[src/rtl/usb_utmi_pkg.sv]
// Shared UTMI types and line-state monitor definitions used by the device core.
// Default timing constants assume a 60 MHz UTMI clock.
package usb_utmi_pkg;

   typedef enum logic [1:0] {
      UTM_LS_SE0 = 2'b00,
      UTM_LS_J   = 2'b01,
      UTM_LS_K   = 2'b10,
      UTM_LS_SE1 = 2'b11
   } utmi_line_state_t;

   typedef enum logic [1:0] {
      UTM_OM_NORMAL  = 2'b00,
      UTM_OM_NODRIVE = 2'b01,
      UTM_OM_DISABLE = 2'b10,
      UTM_OM_RSVD    = 2'b11
   } utmi_op_mode_t;

   // ST_RWAKE keeps its encoding even when remote wakeup is not built.
   typedef enum logic [2:0] {
      ST_ACTIVE    = 3'd0,
      ST_BUS_RESET = 3'd1,
      ST_SUSPEND   = 3'd2,
      ST_RESUME    = 3'd3,
      ST_RWAKE     = 3'd4
   } usb_lsmon_state_t;

   localparam int unsigned UTM_T_RESET       = 150;
   localparam int unsigned UTM_T_SUSPEND     = 180000;
   localparam int unsigned UTM_T_RESUME      = 60;
   localparam int unsigned UTM_T_RWAKE_IDLE  = 300000;
   localparam int unsigned UTM_T_RWAKE_DRIVE = 120000;

   // Bits needed to hold 0..max_val, never less than one.
   function automatic int unsigned cnt_width(input int unsigned max_val);
      return (max_val < 2) ? 1 : $clog2(max_val + 1);
   endfunction

   function automatic int unsigned max_u(input int unsigned a, input int unsigned b);
      return (a > b) ? a : b;
   endfunction

endpackage

[src/rtl/usb_utmi_ls_filter.sv]
// Debounce filter for UTMI LineState: registers the raw input once and only
// forwards a value after FILT_CYCLES consecutive identical samples.
module usb_utmi_ls_filter
   import usb_utmi_pkg::*;
#(
   parameter int unsigned FILT_CYCLES = 4
) (
   input  logic             clk,
   input  logic             rst,
   input  utmi_line_state_t line_state,
   output utmi_line_state_t ls_filt,
   output logic             ls_change
);

   localparam int unsigned   CntW   = cnt_width(FILT_CYCLES);
   localparam logic [CntW-1:0] CntMax = CntW'(FILT_CYCLES - 1);

   utmi_line_state_t  sample_q, sample_d;
   utmi_line_state_t  ls_filt_q, ls_filt_d;
   logic [CntW-1:0]   cnt_q, cnt_d;

   // cnt_q == k means the current sample has been seen k+1 times in a row.
   always_comb begin
      sample_d  = line_state;
      cnt_d     = cnt_q;
      ls_filt_d = ls_filt_q;
      if (line_state != sample_q) begin
         cnt_d = '0;
      end else if (cnt_q != CntMax) begin
         cnt_d = cnt_q + 1'b1;
      end
      if (cnt_q == CntMax) begin
         ls_filt_d = sample_q;
      end
   end

   always_ff @(posedge clk) begin
      if (rst) begin
         sample_q  <= UTM_LS_J;
         cnt_q     <= '0;
         ls_filt_q <= UTM_LS_J;
      end else begin
         sample_q  <= sample_d;
         cnt_q     <= cnt_d;
         ls_filt_q <= ls_filt_d;
      end
   end

   assign ls_filt   = ls_filt_q;
   assign ls_change = (ls_filt_d != ls_filt_q);

endmodule

[src/rtl/usb_utmi_linestate_mon.sv]
// UTMI line-state monitor: debounces LineState, times it and tracks bus reset,
// suspend and host resume. Define USB_UTMI_RWAKEUP_EN to add remote wakeup.
module usb_utmi_linestate_mon
   import usb_utmi_pkg::*;
#(
   parameter int unsigned FILT_CYCLES        = 4,
   parameter int unsigned RESET_CYCLES       = UTM_T_RESET,
   parameter int unsigned SUSPEND_CYCLES     = UTM_T_SUSPEND,
   parameter int unsigned RESUME_CYCLES      = UTM_T_RESUME
`ifdef USB_UTMI_RWAKEUP_EN
   ,
   parameter int unsigned RWAKE_IDLE_CYCLES  = UTM_T_RWAKE_IDLE,
   parameter int unsigned RWAKE_DRIVE_CYCLES = UTM_T_RWAKE_DRIVE
`endif
) (
   input  logic             clk,
   input  logic             rst,
   input  utmi_line_state_t line_state,
`ifdef USB_UTMI_RWAKEUP_EN
   input  logic             rwakeup_req,
   output utmi_op_mode_t    op_mode,
   output logic             tx_k,
`endif
   output utmi_line_state_t ls_filt,
   output logic             bus_reset,
   output logic             bus_reset_pulse,
   output logic             suspend,
   output logic             resume_pulse,
   output logic             se1_err,
   output usb_lsmon_state_t mon_state
);

   localparam int unsigned     DurW      = cnt_width(SUSPEND_CYCLES);
   localparam logic [DurW-1:0] DurMax    = DurW'(SUSPEND_CYCLES);
   localparam logic [DurW-1:0] HitReset  = DurW'(RESET_CYCLES - 1);
   localparam logic [DurW-1:0] HitSusp   = DurW'(SUSPEND_CYCLES - 1);
   localparam logic [DurW-1:0] HitResume = DurW'(RESUME_CYCLES - 1);

   logic             ls_change;
   usb_lsmon_state_t state_q, state_d;
   logic [DurW-1:0]  dur_q, dur_d;
   logic             bus_reset_q, bus_reset_d;
   logic             bus_reset_pulse_q, bus_reset_pulse_d;
   logic             suspend_q, suspend_d;
   logic             resume_pulse_q, resume_pulse_d;
   logic             se1_err_q, se1_err_d;
   logic             se0_hit, j_hit, k_hit;
   logic             rw_go, rw_done;

   usb_utmi_ls_filter #(
      .FILT_CYCLES(FILT_CYCLES)
   ) u_filter (
      .clk       (clk),
      .rst       (rst),
      .line_state(line_state),
      .ls_filt   (ls_filt),
      .ls_change (ls_change)
   );

`ifdef USB_UTMI_RWAKEUP_EN
   // One counter serves both phases: idle time in suspend, drive time in wakeup.
   localparam int unsigned    RwMax  = max_u(RWAKE_IDLE_CYCLES, RWAKE_DRIVE_CYCLES);
   localparam int unsigned    RwW    = cnt_width(RwMax);
   localparam logic [RwW-1:0] RwSat  = RwW'(RwMax);
   localparam logic [RwW-1:0] RwIdle = RwW'(RWAKE_IDLE_CYCLES);
   localparam logic [RwW-1:0] RwDone = RwW'(RWAKE_DRIVE_CYCLES - 1);

   logic [RwW-1:0] rw_cnt_q, rw_cnt_d;
   utmi_op_mode_t  op_mode_q, op_mode_d;
   logic           tx_k_q, tx_k_d;

   always_comb begin
      rw_go   = (state_q == ST_SUSPEND) && rwakeup_req && (rw_cnt_q >= RwIdle);
      rw_done = (state_q == ST_RWAKE) && (rw_cnt_q == RwDone);
   end

   always_comb begin
      rw_cnt_d = rw_cnt_q;
      if ((state_d != state_q) || !((state_q == ST_SUSPEND) || (state_q == ST_RWAKE))) begin
         rw_cnt_d = '0;
      end else if (rw_cnt_q != RwSat) begin
         rw_cnt_d = rw_cnt_q + 1'b1;
      end
      op_mode_d = (state_d == ST_RWAKE) ? UTM_OM_DISABLE : UTM_OM_NORMAL;
      tx_k_d    = (state_d == ST_RWAKE);
   end

   always_ff @(posedge clk) begin
      if (rst) begin
         rw_cnt_q  <= '0;
         op_mode_q <= UTM_OM_NORMAL;
         tx_k_q    <= 1'b0;
      end else begin
         rw_cnt_q  <= rw_cnt_d;
         op_mode_q <= op_mode_d;
         tx_k_q    <= tx_k_d;
      end
   end

   assign op_mode = op_mode_q;
   assign tx_k    = tx_k_q;
`else
   assign rw_go   = 1'b0;
   assign rw_done = 1'b0;
`endif

   always_comb begin
      dur_d = dur_q;
      if (ls_change) begin
         dur_d = '0;
      end else if (dur_q != DurMax) begin
         dur_d = dur_q + 1'b1;
      end

      // A hit fires in the N-th cycle of the state; the move lands one cycle later.
      se0_hit = (ls_filt == UTM_LS_SE0) && (dur_q == HitReset);
      j_hit   = (ls_filt == UTM_LS_J)   && (dur_q == HitSusp);
      k_hit   = (ls_filt == UTM_LS_K)   && (dur_q == HitResume);

      state_d = state_q;
      case (state_q)
         ST_ACTIVE: begin
            if (se0_hit) begin
               state_d = ST_BUS_RESET;
            end else if (j_hit) begin
               state_d = ST_SUSPEND;
            end
         end
         ST_BUS_RESET: begin
            if (ls_filt != UTM_LS_SE0) begin
               state_d = ST_ACTIVE;
            end
         end
         ST_SUSPEND: begin
            if (se0_hit) begin
               state_d = ST_BUS_RESET;
            end else if (k_hit) begin
               state_d = ST_RESUME;
            end else if (rw_go) begin
               state_d = ST_RWAKE;
            end
         end
         ST_RESUME: begin
            if (ls_filt != UTM_LS_K) begin
               state_d = ST_ACTIVE;
            end
         end
         ST_RWAKE: begin
            if (rw_done) begin
               state_d = ST_RESUME;
            end
         end
         default: state_d = ST_ACTIVE;
      endcase

      bus_reset_d       = (state_d == ST_BUS_RESET);
      bus_reset_pulse_d = (state_d == ST_BUS_RESET) && (state_q != ST_BUS_RESET);
      suspend_d         = (state_d == ST_SUSPEND);
      resume_pulse_d    = (state_q == ST_SUSPEND) && (state_d == ST_RESUME);
      // dur is zero only in the first cycle of a new filtered value.
      se1_err_d         = (ls_filt == UTM_LS_SE1) && (dur_q == '0);
   end

   always_ff @(posedge clk) begin
      if (rst) begin
         state_q           <= ST_ACTIVE;
         dur_q             <= '0;
         bus_reset_q       <= 1'b0;
         bus_reset_pulse_q <= 1'b0;
         suspend_q         <= 1'b0;
         resume_pulse_q    <= 1'b0;
         se1_err_q         <= 1'b0;
      end else begin
         state_q           <= state_d;
         dur_q             <= dur_d;
         bus_reset_q       <= bus_reset_d;
         bus_reset_pulse_q <= bus_reset_pulse_d;
         suspend_q         <= suspend_d;
         resume_pulse_q    <= resume_pulse_d;
         se1_err_q         <= se1_err_d;
      end
   end

   assign bus_reset       = bus_reset_q;
   assign bus_reset_pulse = bus_reset_pulse_q;
   assign suspend         = suspend_q;
   assign resume_pulse    = resume_pulse_q;
   assign se1_err         = se1_err_q;
   assign mon_state       = state_q;

endmodule

[config.mk]
export PLATFORM = sky130hd
export DESIGN_NAME = usb_utmi_linestate_mon
export DESIGN_NICKNAME = d
export VERILOG_FILES = /design/src/rtl/usb_utmi_pkg.sv /design/src/rtl/usb_utmi_ls_filter.sv /design/src/rtl/usb_utmi_linestate_mon.sv
export SDC_FILE = /design/constraint.sdc
export NUM_CORES = 1
export LEC_CHECK = 0
export CAP_MARGIN = 40
export CORE_ASPECT_RATIO = 0.5
export CORE_MARGIN = 8
export CORE_UTILIZATION = 56
export DETAILED_ROUTE_END_ITERATION = 7
export PLACE_DENSITY_LB_ADDON = 0.1
export SLEW_MARGIN = 30
export SYNTH_ARGS = -nofsm -noshare
export SYNTH_HDL_FRONTEND = slang
export SYNTH_SLANG_ARGS = --single-unit
[constraint.sdc]
create_clock -name clk -period 2.1 [get_ports clk]
set_input_delay 0.63 -clock clk [delete_from_list [all_inputs] [get_ports clk]]
set_output_delay 0.63 -clock clk [all_outputs]
set_load 0.05 [all_outputs]
==> run summary, run 1 <==
The area share of the leading cell type in the synthesized netlist is 42.24%. The startpoint identified for the worst register-to-register timing path is dur_q[8]$_SDFFE_PP0P_. Global routing finished with a remaining overflow of 0. The source of the worst hold timing path is u_filter.cnt_q[2]$_SDFFE_PP0P_. The violation count after the first detailed-route iteration is 71. The number of endpoints with negative hold slack in the final report is 0.

The die covers 4843 um2. In the post-synthesis netlist, the biggest area contributors are sky130_fd_sc_hd__dfxtp_1, sky130_fd_sc_hd__nor2_1, sky130_fd_sc_hd__xor2_1. For hold timing, the worst endpoint is u_filter.cnt_q[2]$_SDFFE_PP0P_. The required time reported for the critical path endpoint is 1.47 ns. The count of unresolved DRC violations after routing is 0. The H-tree was split into 2 levels.

The kind of cell with the highest combined delay along the critical path is buffers and inverters. Max-cap violations in this run came to 0. The share of total power in combinational logic came out at 4.3%.

STA classifies the critical path endpoint as an output port. The cell leakage power came out at 0.0006889 uW. Subtracting the final worst setup slack from the clock period gives 2.009 ns. The count of mapped cells out of synthesis is 176.

The number of setup buffers added after CTS is 0. The sequential cell fraction of total power came out at 54.8%. The final clock skew is 0.003671 ns.

Summed over all layers, the routed wires come to 3000 um. The antenna diode instance count is 0. The number of global-route vias before repair came to 1143. The internal power consumption came out at 919.4 uW. The final worst slack is 0.09053 ns.

Setup slack on the worst reg-to-reg path comes out at 0.26 ns. The count of yosys warnings during synthesis is 0. The via density per instance came out at 5.445. The total power is 1174 uW. The clock passes through at most 2 buffers. The placeable core region is 2619 um2. The share of the clock period used by the worst path came out at 95.69%. In this run the remaining antenna-violating nets after routing total 0. The initial antenna violation count came to 0. Cells with a size suffix above 1 make up 14.06% of the layout. The largest incremental delay on the critical path is 0.79 ns.

The floorplan step set the die height to 53.37 um. The prevailing post-synth register cell is sky130_fd_sc_hd__dfxtp_1. The routed length per placed instance is 13.10 um. The global-route total usage across every layer is 13.96%. The pin count of the biggest net entering global routing is 19. The worst setup slack after placement came out at 0.2419 ns. The worst setup path is launched from a flop. The number of buffers created by CTS is 5. Sequential cells were found to cover 42.24% of the synthesized design area.

After routing, the total negative slack on setup checks comes to 0 ns. The count of different cell masters after synthesis is 38. The worst setup path is of the flop to output port kind. Setup repair after global routing left no endpoint under its margin. The number of hold buffers added after CTS came out at 0.

The power spent charging and discharging nets is 254.8 uW. Along the worst path, the maximum fanout reaches 1. Counting both buffers and inverters, the worst setup path holds a total of 1. After synthesis, the mean cell area works out to 8.886 um2.

The wire length of the first global-routing pass came out at 5181 um. The number of optimization iterations in the first detailed-route pass came out at 4. The number of I/O port buffers came out at 13. The number of placement rows came out at 13. The relative slew slack came out at 66.81%.

The clock root buffer is sky130_fd_sc_hd__clkbuf_8. The HPWL after detailed placement is 2115 um. The number of primary I/O pins is 14. Data arrives at the worst endpoint at 1.38 ns.

The starting density of the core is 59.72%. The worst-case IR drop observed on VDD is 0.0004165 V. The fmax is 497.6 MHz. In the synthesized netlist, the cells that appear most often are sky130_fd_sc_hd__dfxtp_1, sky130_fd_sc_hd__nor2_1, sky130_fd_sc_hd__xor2_1, sky130_fd_sc_hd__xnor2_1.

The cell with the most instances after synthesis is sky130_fd_sc_hd__dfxtp_1. The post-synthesis async set-or-reset flop share came out at 0%. The number of nets in the final layout came out at 201. For this design the ratio of total power to cell area is 652.1 nW/um2. TritonCTS built the clock tree.

The number of nets in the synthesized netlist came out at 185. The number of instances resized during post-cts repair came out at 0. For this block, the via count after detailed routing is 1247. The final weighted congestion in routability-driven placement is 0.8288. Counting cells, the worst reg-to-reg path comes to 5. The cell type with the highest aggregate area in the netlist is sky130_fd_sc_hd__dfxtp_1. After routing the design area is 1800 um2.

Counting flops with a built-in enable in the synthesized netlist gives 0. Of the total power, the clock network draws 40.8%. The clock sink count is 33. The largest individual stage delay along the critical path comes from the cell sky130_fd_sc_hd__clkdlybuf4s50_1. The cell area reported after detailed placement is 1714 um2. After clock tree synthesis, the clock-pin slew on the worst setup and hold paths is 0.06 ns. The number of instances on the worst hold path came out at 2. The die is 90.74 um wide. The min-delay analysis places its worst path in the category flop to flop. Net switching is 21.70% of the power.

The synthesized area is 1564 um2. Compared with the post-synthesis result, the final layout area differs by 15.12%. Walking the worst path, the cells encountered are clkdlybuf4s50_1. The number of pins with negative max-slew slack in the final report came out at 0. The run finished with clean final reports. Cells fill 68.75% of the core in the end.

Setup violations remaining at the end of the flow were counted as 0. The pin slew with the least headroom to its limit came out at 0.4962 ns. The endpoint of the most critical register-to-register path is suspend$_SDFF_PP0_. The post-synthesis sequential element count came out at 33.

Clock latency on the worst-skew pair, taken at its later pin, is 0.28 ns.
## per-stage QoR
stage / hold slack, ns / cells
2_1_floorplan: 0.4585 / 176
5_1_grt: 0.5255 / 229
4_1_cts: 0.4972 / 229
3_3_place_gp: 0.4705 / 222
3_5_place_dp: 0.4824 / 222
6_report: 0.4870 / 229
## layout make-up
| class | instances | area (um2) |
|---|---|---|
| Fill cell | 215 | 818.3 |
| Inverter | 8 | 30.03 |
| Tap cell | 37 | 46.29 |
| Clock buffer | 7 | 86.33 |
| Timing Repair Buffer | 16 | 132.6 |
| Sequential cell | 33 | 660.6 |
| Multi-Input combinational cell | 128 | 844.6 |
## per-layer routing
metal | wire length, um | part of all wire [%] | global-route usage, % | vias to the layer above
met5 | 0 | 0 | 0 | -
met4 | 49 | 1.6 | 5.722 | 0
met3 | 183 | 6.1 | 7.887 | 5
met2 | 1291 | 43 | 21.75 | 35
met1 | 1475 | 49 | 15.74 | 578
li1 | - | - | - | 629
## flip-flops by register name, summed over array words and instances (netlist names)
| signal | cells |
|---|---|
| resume_pulse | 1 |
| dur_q | 18 |
| suspend | 1 |
| u_filter.cnt_q | 3 |
| bus_reset | 1 |
| u_filter.sample_q | 2 |
| bus_reset_pulse | 1 |
| mon_state | 3 |
| u_filter.ls_filt | 2 |
| se1_err | 1 |
## worst max-delay path by stage
stage / from / end / slack (ns) / cells past startpoint
after global placement: rst / dur_q[16]$_SDFFE_PP0P_ / 0.29 / 4
after global routing: se1_err$_SDFF_PP0_ / se1_err / 0.04 / 1
final: bus_reset_pulse$_SDFF_PP0_ / bus_reset_pulse / 0.09 / 1
after floorplan: u_filter.ls_filt[1]$_SDFF_PP0_ / bus_reset_pulse$_SDFF_PP0_ / 0.16 / 6
after CTS: se1_err$_SDFF_PP0_ / se1_err / 0.07 / 1
after detailed placement: rst / u_filter.cnt_q[0]$_SDFFE_PP0P_ / 0.24 / 3
## logic make-up after synthesis
| kind of cell | count (synthesis) | synth area share (%) |
|---|---|---|
| adders and majority gates | 5 | 4.000 |
| xor gates and xnor gates | 22 | 12.32 |
| buffers and inverters | 15 | 3.760 |
| AOI/OAI and AO/OA | 10 | 5.280 |
| muxes | 3 | 1.920 |
| and+or+nand+nor | 88 | 30.48 |
| DFF | 33 | 42.24 |
## power groups by stage
| stage | Combinational (uW) | Sequential, uW | Clock, uW |
|---|---|---|---|
| 2_1_floorplan | 32.1 | 656 | 0 |
| 3_3_place_gp | 49.7 | 657 | 0 |
| 3_5_place_dp | 50.5 | 658 | 0 |
| 4_1_cts | 51.0 | 644 | 491 |
| 5_1_grt | 56.9 | 645 | 522 |
| 6_report | 50.6 | 644 | 480 |
## cells in the final DEF (no fill, tap or decap), types with 6 or more instances in the layout
master	instances
sky130_fd_sc_hd__buf_4	11
sky130_fd_sc_hd__clkbuf_8	6
sky130_fd_sc_hd__dfxtp_1	33
sky130_fd_sc_hd__inv_1	8
sky130_fd_sc_hd__nand2_1	8
sky130_fd_sc_hd__nand3_1	8
sky130_fd_sc_hd__nor2_1	32
sky130_fd_sc_hd__xnor2_1	10
sky130_fd_sc_hd__xor2_1	12
## worst reg2reg max path, delay by kind of cell, from the launching register on
kind / cells / cell delay, ns
AOI/OAI and AO/OA: 2 / 0.62
DFF: 1 / 0.43
and+or+nand+nor: 3 / 0.72
Note: power is estimated with default switching activity, not from simulation.
==> inputs of run 2 (changes only) <==
--- a/config.mk
+++ b/config.mk
@@ -7,7 +7,6 @@
 export LEC_CHECK = 0
 export CAP_MARGIN = 40
 export CORE_ASPECT_RATIO = 0.5
-export CORE_MARGIN = 8
 export CORE_UTILIZATION = 56
 export DETAILED_ROUTE_END_ITERATION = 7
 export PLACE_DENSITY_LB_ADDON = 0.1
==> run summary, run 2 (same netlist as run 1, synthesis figures left out) <==
The end-of-flow core utilization is 69.04%. The number of buffers on the longest clock path is 2. The die outline area is 3021 um2. In this run, the clock network consumes 40.9% of the power. The setup TNS after final layout came out at 0 ns.

Global routing used 22.43% of the available tracks. The number of buffers created by CTS came out at 5. The pin slew with the least headroom to its limit came out at 0.4926 ns.

The number of hold buffers added after CTS is 0. The routed length per placed instance came out at 12.85 um. Setup repair after global routing left no endpoint under its margin. The switching part of the total power is 21.90%. The internal portion of the total power is 919.6 uW. The violation count after the first detailed-route iteration came out at 62. The final weighted congestion in routability-driven placement came out at 0.8243. The slowest cell on the critical path is sky130_fd_sc_hd__clkdlybuf4s50_1. For this run, the slowest stage of the critical path takes 0.79 ns. Static timing analysis puts the maximum clock frequency at 494.4 MHz. The number of placement rows is 13. The number of I/O port buffers came out at 13. The final layout contains routed wiring with a total length of 2943 um. The total of fill cells in the finished design came out at 228. The number of endpoints failing setup at the final stage is 0. The remaining global-route overflow is 0. The flip-flop count of the largest register after layout came out at 18. The remaining antenna violation count after routing is 0.

The later pin in the worst-skew pair is clocked with a latency of 0.28 ns. The pin count of the biggest net entering global routing came out at 19. The number of cells in the finished layout apart from fillers is 229. In the layout the commonest cells are sky130_fd_sc_hd__dfxtp_1, sky130_fd_sc_hd__nor2_1, sky130_fd_sc_hd__xor2_1.

The power spent charging and discharging nets came out at 257.8 uW. The number of gates resized after CTS was 0. The region available for standard cell placement spans 2619 um2. The level count of the clock H-tree is 2. Dividing the detail-routed via count by the number of cells gives 5.402. The overall die width came out at 76.74 um.

Counting I/O delays and the setup requirement, the final critical path takes 2.023 ns. Dividing the final minimum period by the clock period gives 96.32%. Relative to the synthesized area, the layout overhead comes to 15.60%. The largest vdd supply drop is 0.0004078 V. The relative slew slack came out at 67.06%. The wire length of the first global-routing pass is 4885 um.

The critical path is of the flop to output port type. The number of global-route vias before repair is 1024. The reported max-cap violation count is 0. The number of endpoints with negative hold slack in the final report came out at 0. Once the clock tree was built, the setup fixing pass inserted 0 buffers. The total power divided by cell area is 651.2 nW/um2. The final clock skew came out at 0.003706 ns.

The routed via count is 1237. The total power came out at 1177 uW. The starting density of the core is 59.72%.

The worst endpoint data arrival time came out at 1.39 ns. The worst setup path is captured at an output port. Counting every sink on the clock net gives 33. The required time reported for the critical path endpoint is 1.47 ns. The tree is rooted in a sky130_fd_sc_hd__clkbuf_8. The die is 39.37 um tall. The number of pins with negative max-slew slack in the final report is 0. The cell type group with the largest total delay on the critical path is buffers and inverters.

The buffering stage count on the worst path with inverters included came out at 1. The clock tree from TritonCTS is done. The share of total power in combinational logic came out at 4.4%. The flow ran to the end, and the final reports show no timing, DRC or antenna violations. The estimated wirelength of the detail-placed design came out at 2052 um. The cell leakage power came out at 0.0006827 uW. The tightest hold margin came out at 0.4983 ns. The kind of start point of the critical path is a flop. The clock-pin slew on the worst setup and hold paths came out at 0.07 ns. The number of primary I/O pins came out at 14. The number of antenna diodes in the final layout is 0.

The number of optimization iterations in the first detailed-route pass came out at 4. The critical path goes through clkdlybuf4s50_1. The largest fanout on the critical path came out at 1. The instance count after placement with tap cells included is 222.

The kind of path behind the tightest hold check is flop to flop. The most common cell after layout, fill and taps aside is sky130_fd_sc_hd__dfxtp_1. The largest register by flop count is dur_q. The number of nets in the final layout is 201. The fraction of final layout cells sized beyond drive strength 1 is 12.50%. Sequential cells account for 54.7% of the total power. The initial antenna violation count came out at 0. The count of unresolved DRC violations after routing came out at 0.
==> run 2: cell types whose count changed in the layout (fill, tap and decap cells not counted), sizes merged <==
cell           delta
clkdlybuf4s50     +3
buf               -3
==> run 2: routing by layer <==
layer / track usage, % / wire [um]
met1: 28.22 / 1457
met3: 6.977 / 163
met5: 0 / 0
met4: 11.54 / 48
met2: 35.49 / 1274
==> run 2: area by class of cell <==
class                           count  area, um2  share of cell area [%]
Timing Repair Buffer               16      140.1                   7.751
Multi-Input combinational cell    128      844.6                   46.71
Clock buffer                        7      86.33                   4.775
Tap cell                           37      46.29                   2.561
Sequential cell                    33      660.6                   36.54
Inverter                            8      30.03                   1.661
==> run 2: worst paths after layout <==
check | startpoint | to | slack [ns] | cells past startpoint
min reg2reg | u_filter.cnt_q[2]$_SDFFE_PP0P_ | u_filter.cnt_q[2]$_SDFFE_PP0P_ | 0.50 | 2
max | bus_reset$_SDFF_PP0_ | bus_reset | 0.08 | 1
min | u_filter.cnt_q[2]$_SDFFE_PP0P_ | u_filter.cnt_q[2]$_SDFFE_PP0P_ | 0.50 | 2
max reg2reg | dur_q[6]$_SDFFE_PP0P_ | dur_q[1]$_SDFFE_PP0P_ | 0.25 | 5
==> run 2: power by group through the flow <==
| stage | logic (uW) | registers (uW) | clock network [uW] |
|---|---|---|---|
| after global routing | 57.3 | 644 | 525 |
| after global placement | 48.3 | 658 | 0 |
| after detailed placement | 50.7 | 658 | 0 |
| after floorplan | 32.1 | 656 | 0 |
| final | 51.8 | 644 | 482 |
| after CTS | 51.5 | 644 | 493 |
==> run 2: per-stage QoR <==
step                      cell area (um2)  setup WS [ns]
after global routing                 1808        0.02792
after CTS                            1808        0.06369
after floorplan                      1564         0.1570
after global placement               1722         0.2906
final                                1808        0.07724
after detailed placement             1722         0.2502
